File: src/rtl/game_select_ctrl.sv
// Game & Watch console scheduler: menu FSM, core enable gating, button routing, VGA mux and LFSR.
// Define GAME_SELECT_HISCORE_EN to keep per-game high-score registers; otherwise HiScore is 0.
`timescale 1ns / 1ps

module game_select_ctrl #(
  parameter int unsigned NGAMES = 3,
  parameter int unsigned SEL_W  = 2
) (
  input  logic                  Clock,
  input  logic                  Reset,
  input  logic                  Up,
  input  logic                  Down,
  input  logic                  Esc,
  input  logic                  Enter,
  input  logic                  MenuCol,
  input  logic [NGAMES-1:0]     GameCol,
  input  logic [NGAMES-1:0]     GameQuit,
  input  logic [10*NGAMES-1:0]  GameScore,
  output logic [NGAMES-1:0]     GameEnable,
  output logic                  GameUp,
  output logic                  GameDown,
  output logic                  GameEsc,
  output logic                  GameEnter,
  output logic                  VGAcol,
  output logic [SEL_W-1:0]      Selection,
  output logic [9:0]            HiScore,
  output logic [15:0]           Rand,
  output logic                  InGame
);

  typedef enum logic [1:0] {
    StMenu,
    StLaunch,
    StPlay,
    StDrain
  } state_t;

  localparam logic [SEL_W-1:0] LastSel  = SEL_W'(NGAMES - 1);
  localparam logic [15:0]      RandSeed = 16'hACE1;
  localparam logic [15:0]      RandMask = 16'hB400;

  state_t            state;
  logic              up_d, down_d, enter_d;
  logic              rise_up, rise_down, rise_enter;
  logic              any_btn;
  logic [SEL_W-1:0]  sel_eff;
  logic [NGAMES-1:0] sel_onehot;
  logic              quit_sel;

  // An out-of-range index can only appear if forced; it behaves as game 0.
  assign sel_eff    = (32'(Selection) < NGAMES) ? Selection : '0;
  assign sel_onehot = NGAMES'(1) << sel_eff;
  assign quit_sel   = GameQuit[sel_eff];

  assign rise_up    = Up & ~up_d;
  assign rise_down  = Down & ~down_d;
  assign rise_enter = Enter & ~enter_d;
  assign any_btn    = Up | Down | Esc | Enter;

  always_ff @(posedge Clock) begin
    if (Reset) begin
      state      <= StMenu;
      Selection  <= '0;
      GameEnable <= '0;
      InGame     <= 1'b0;
      // History starts high so a button held through reset produces no edge.
      up_d       <= 1'b1;
      down_d     <= 1'b1;
      enter_d    <= 1'b1;
    end else begin
      up_d    <= Up;
      down_d  <= Down;
      enter_d <= Enter;
      case (state)
        StMenu: begin
          if (rise_enter) begin
            state <= StLaunch;
          end else if (rise_up && !rise_down) begin
            Selection <= (sel_eff == '0) ? LastSel : sel_eff - SEL_W'(1);
          end else if (rise_down && !rise_up) begin
            Selection <= (sel_eff == LastSel) ? '0 : sel_eff + SEL_W'(1);
          end
        end
        StLaunch: begin
          // Core stays in reset until every button is released.
          if (!any_btn) begin
            state      <= StPlay;
            GameEnable <= sel_onehot;
            InGame     <= 1'b1;
          end
        end
        StPlay: begin
          if (quit_sel) begin
            state      <= StDrain;
            GameEnable <= '0;
            InGame     <= 1'b0;
          end
        end
        StDrain: begin
          if (!any_btn) begin
            state <= StMenu;
          end
        end
        default: begin
          state      <= StMenu;
          GameEnable <= '0;
          InGame     <= 1'b0;
        end
      endcase
    end
  end

  assign GameUp    = InGame & Up;
  assign GameDown  = InGame & Down;
  assign GameEsc   = InGame & Esc;
  assign GameEnter = InGame & Enter;
  assign VGAcol    = InGame ? GameCol[sel_eff] : MenuCol;

  // Galois LFSR, shift right with feedback from bit 0; period 65535, never zero.
  always_ff @(posedge Clock) begin
    if (Reset) begin
      Rand <= RandSeed;
    end else begin
      Rand <= (Rand >> 1) ^ (Rand[0] ? RandMask : 16'h0000);
    end
  end

`ifdef GAME_SELECT_HISCORE_EN
  logic [9:0] hi_score [NGAMES];
  logic [9:0] cur_score;

  assign cur_score = GameScore[10*sel_eff +: 10];

  always_ff @(posedge Clock) begin
    if (Reset) begin
      for (int i = 0; i < int'(NGAMES); i++) begin
        hi_score[i] <= '0;
      end
    end else if (state == StPlay && quit_sel && cur_score > hi_score[sel_eff]) begin
      hi_score[sel_eff] <= cur_score;
    end
  end

  assign HiScore = hi_score[sel_eff];
`else
  logic unused_score;
  assign unused_score = ^GameScore;
  assign HiScore      = 10'd0;
`endif

endmodule

File: config.mk
export PLATFORM = sky130hd
export DESIGN_NAME = game_select_ctrl
export DESIGN_NICKNAME = d
export VERILOG_FILES = /design/src/rtl/game_select_ctrl.sv
export SDC_FILE = /design/constraint.sdc
export NUM_CORES = 1
export LEC_CHECK = 0
export ABC_AREA = 1
export BUFFER_PORTS_ARGS = -buffer_cell sky130_fd_sc_hd__buf_4
export CAP_MARGIN = 20
export CORE_MARGIN = 2
export CORE_UTILIZATION = 35
export CTS_CLUSTER_SIZE = 24
export DETAILED_ROUTE_END_ITERATION = 7
export PLACE_DENSITY = 0.77
export SETUP_SLACK_MARGIN = 0.1
export SYNTH_ARGS = -nofsm -noshare
export SYNTH_HDL_FRONTEND = slang
export SYNTH_SLANG_ARGS = --single-unit
export TNS_END_PERCENT = 5
File: constraint.sdc
create_clock -name Clock -period 3.4 [get_ports Clock]
set_input_delay 0.51 -clock Clock [delete_from_list [all_inputs] [get_ports Clock]]
set_output_delay 0.51 -clock Clock [all_outputs]
set_load 0.02 [all_outputs]
-- Word-level counts from Yosys, hierarchy flattened
Cells that the tools add are included.
W data, S select, Z words.
- bits in registers: 27
- bits of input ports: 43
- word-level logic and storage cells: 69
- output and inout port bits: 37
- shifts and indexed selects: 1
- add/subtract/negate cells: 2
- reduce and logical (&&, ||, !) cells: 11
- multiplexer cells: 22
- magnitude comparators: 2
- equal/unequal tests: 8
- bitwise operators: 15
- operators by type and width (cell ; count):
    $mux W2 ; 9
    $mux W16 ; 1
    $xor A15 B16 Y16 ; 1
    $ne A2 B2 Y1 const B ; 4
    $pmux W2 S4 ; 1
    $and A1 B1 Y1 ; 7
    $eq A2 B2 Y1 const B ; 3
    $mux W3 ; 2
    $pmux W3 S2 ; 1
    $reduce_and A3 Y1 ; 2
    $mux W1 ; 5
    $bmux W1 S2 ; 2
    $logic_not A2 Y1 ; 2
    $not A1 Y1 ; 4
    $reduce_and A4 Y1 ; 1
    $reduce_bool A2 Y1 ; 2
    $lt A2 B3 Y1 const B ; 1
    $or A1 B1 Y1 ; 3
    $shl A1 B2 Y3 const A ; 1
    $add A2 B1 Y2 const B ; 1
    $eq A2 B1 Y1 const B ; 1
    $logic_and A1 B1 Y1 ; 2
    $logic_not A1 Y1 ; 2
    $lt A2 B2 Y1 const B ; 1
    2 further kinds ; 2

-- Logic depth before layout (Yosys ltp)
- depth in word-level cells: 6
- depth in mapped cells: 11

-- Least setup slack after synthesis
Ideal clock, no wire load.
- kind: flip-flop to output port
- from: register Selection[0]
- to: output VGAcol
- required time: 2.890 ns
- slack: 1.531 ns
- path buffers: 0
- stages on the path, launching flop included: 6
- arrival: 1.359 ns
- path through: dfxtp_1 inv_1 ha_1 nor2_1 o21ai_0 a31oi_1
- word-level cells in the longest chain between the ends: 5
- ends and longest elaborated chain (element ; line ; source):
    start, declared ; 25 ; output logic [SEL_W-1:0] Selection,
    start signal, assigned ; 79 ; Selection <= (sel_eff == '0) ? LastSel : sel_eff - SEL_W'(1);
    start signal, assigned ; 81 ; Selection <= (sel_eff == LastSel) ? '0 : sel_eff + SEL_W'(1);
    $lt A2 B2 Y1 ; 51 ; assign sel_eff = (32'(Selection) < NGAMES) ? Selection : '0;
    $mux W2 * ; 51 ;
    $bmux W1 S2 * ; 117 ; assign VGAcol = InGame ? GameCol[sel_eff] : MenuCol;
    $mux W1 (not written as such) * ; 117 ;
    $mux W1 * ; 117 ;
    end, declared ; 24 ; output logic VGAcol,
Mark *: on every way between the ends. The rest lies on a longest branch, timed or not. The select of a mux whose other input is x is not followed.

-- Worst setup path after layout
- from: register Selection[1]
- to: output VGAcol
The elaborated chain is that of the path after synthesis.

==> results.yml <==
status:
  run_status: "completed"
setup_path:
  cpMaxStageDelayCell: "dfxtp_1"
  cp_num_buf_inv: 2
  cp_cell_sequence: "inv_1, ha_1, nor2_1, nor2_1, o21ai_0, a31oi_1, buf_4"
  path_class: "reg -> out"
  reg2reg_depth: 8
  required_ns: 2.89
  critPathCaptureType: "primary output"
  startpoint_type: "flip-flop"
  cp_slowest_stage_delay_ns: 0.40
  crit_cells: 7
  crit_arrival_ns: 1.55
  cpMostUsedCell: "nor2_1"
  path_delay_family: "flip-flops"
  cp_max_fo: 4
timing:
  rsz0062_at_grt: "false"
  fin_worst_skew_ns: 0.002966
  setup_viol: 0
  layout_setup_ws_ns: 1.337
  hold_violations: 0
  max_freq_mhz: 484.7
  slew_viol_final: 0
  post-route-min-period_ns: 2.063
  setup_tns_ns: 0
  period_share_pct: 60.68
global_route:
  grt_max_degree: 18
  grt_overflow: 0
  antenna_found_initial: 0
  grt_pass1_vias: 988
  grt_pass1_wl_mm: 4.243
  grtUsageTotal_pct: 12.58
cells_and_area:
  final_cell_area_sq_um: 1678
  multiInputGateArea_sq_um: 596.8
  layout-drive-gt1-share_pct: 28.44
  fill_cells: 373
  diodes: 0
  regArea_sq_um: 540.5
  syn_to_final_growth_pct: 25.68
  nNetsFinal: 264
power:
  p_total_uw: 1034
  p_int_uw: 632.3
  p_comb_share_pct: 43.5
  switchingPower_uw: 401.3
  leakagePower_uw: 0.0009131
  p_per_area_nw_per_um2: 616.0
  pwr-share-clk_pct: 17.2
  irDropWorstVdd_uv: 349.1
  p_seq_share_pct: 39.2
  swShare_pct: 38.83
placement:
  dpl_worst_slack_ns: 1.670
  post-dp-hpwl_mm: 1.935
  port_buffers: 39
  dpl-instance-area_sq_um: 1629
  gp_congestion: 0.7330
cts:
  cts_setup_buffers: 0
  root_buffer: "clkbuf_8"
  cts_resized: 0
  cts_tree: "done"
  clk_path_buf_depth: 2
  cts-hold-fix-buffers: 0
  cts_sinks: 27
  numCtsBuffers: 3
  cts.clk_slew.worst_paths_ns: 0.09
  clk_latency_ns: 0.27
  cts_htree_levels: 1
synth:
  synthDistinctLibCells: 24
  synth_largest_area_cell: "dfxtp_1"
  syn-cell-area_sq_um: 1335
  synth-seq-cells: 27
  synth-xor-area-share_pct: 0.6560
  synth_top_family_by_area: "simple AND/OR/NAND/NOR gates"
  postSynthAreaPerCell_sq_um: 7.807
  synthTopCellsByArea: "dfxtp_1, inv_1, ha_1"
  ys_seq_area_share_pct: 40.49
  synthesis.instances: 171
  synth-adder-area-share_pct: 8.435
  yosys.area_share.simple_pct: 26.24
  yosysWarnings: 0
  synth.area.mux_share_pct: 0
  synth-compound-area-share_pct: 6.560
  synth_top_area_share_pct: 40.49
run:
  cap_violations: 0
floorplanning:
  core_sq_um: 3661
  io_pins: 80
  fp.dieArea_sq_um: 4324
  start_util_pct: 36.47
  die_h_um: 65.76
  fp-row-count: 22
  die_w_um: 65.76
routing:
  viasPerCell: 4.154
  routedWlPerCell_um: 9.587
  ant_nets: 0
  dr.pass1.iters: 4
  vias: 1076
  drc: 0
  wl_mm: 2.483
  drt_iter0_markers: 8
worst_hold_path:
  holdPathStages: 2
  hp-class: "reg -> reg"
worst paths after layout:
check                             startpoint            end  slack [ns]
worst min-delay path                 Rand[9]        Rand[8]        0.43
worst max register to register  Selection[1]  GameEnable[1]        1.95
worst max-delay path            Selection[1]         VGAcol        1.34
worst min register to register       Rand[9]        Rand[8]        0.43
layout make-up:
type                            instances  share of cell area [%]
Multi-Input combinational cell        104                   35.57
Sequential cell                        27                   32.21
Timing Repair Buffer                   39                   17.45
Inverter                               37                   8.277
Tap cell                               48                   3.579
Clock buffer                            3                   2.461
Clock inverter                          1                  0.4474
per-stage QoR:
stage / std cells / hold WS, ns / util (%)
global route: 259 / 0.4373 / 45.83
floorplan: 180 / 0.5004 / -
CTS: 259 / 0.4231 / 45.83
detailed placement: 255 / 0.4143 / 44.50
global placement: 255 / 0.4072 / 44.50
finish: 259 / 0.4256 / 45.83
layer usage:
layer	vias up	part of all wire (%)	global-route usage (%)
li1	570	-	-
met1	482	43	15.05
met2	22	52	22.35
met3	2	4.6	2.568
met4	0	0.32	3.906
met5	-	0	0
worst register-to-register path: cells and delay by family (launching register included):
kind | cells | cell delay [ns]
buffers and inverters | 1 | 0.10
adders and majority gates | 1 | 0.25
AOI/OAI and AO/OA | 1 | 0.13
DFF | 1 | 0.40
and+or+nand+nor | 5 | 0.49
kinds of logic (layout without fill, tap and decap cells):
group,Yosys count,in the layout
AND/OR/NAND/NOR,69,69
other,1,10
buffers and inverters,49,80
AO/OA/AOI/OAI,15,15
adder cells (fa/ha/maj),9,9
flip-flops,27,27
XOR/XNOR,1,1
cell usage in the layout, fill, tap and decap left out, drive strengths merged:
| master | count |
|---|---|
| dfxtp | 27 |
| clkinvlp | 1 |
| ha | 9 |
| clkbuf | 3 |
| nor2 | 22 |
| buf | 39 |
| nand3 | 4 |
| nand4 | 5 |
| xnor2 | 1 |
| or2 | 7 |
| a31oi | 1 |
| inv | 37 |
| a21oi | 7 |
| nand2 | 30 |
| o21ai | 7 |
| conb | 10 |
| nand3b | 1 |
flip-flops by register name, indices dropped and copies added (netlist names):
name        count
enter_d         1
Rand           16
up_d            1
InGame          1
down_d          1
state           2
GameEnable      3
Selection       2
power groups by stage:
stage                     registers, uW  logic [uW]  clock network, uW
after global routing                414         505                201
final                               406         450                178
after floorplan                     452         281                  0
after CTS                           406         455                188
after global placement              410         443                  0
after detailed placement            413         450                  0
cell usage after synthesis, drive strengths merged:
library cell and n:
a21oi 7, a31oi 1, buf 10, clkbuf 2, conb 1, dfxtp 27, ha 9, inv 37
nand2 30, nand3 4, nand3b 1, nand4 5, nor2 22, o21ai 7, or2 7, xnor2 1
Note: power is estimated with default switching activity, not from simulation.
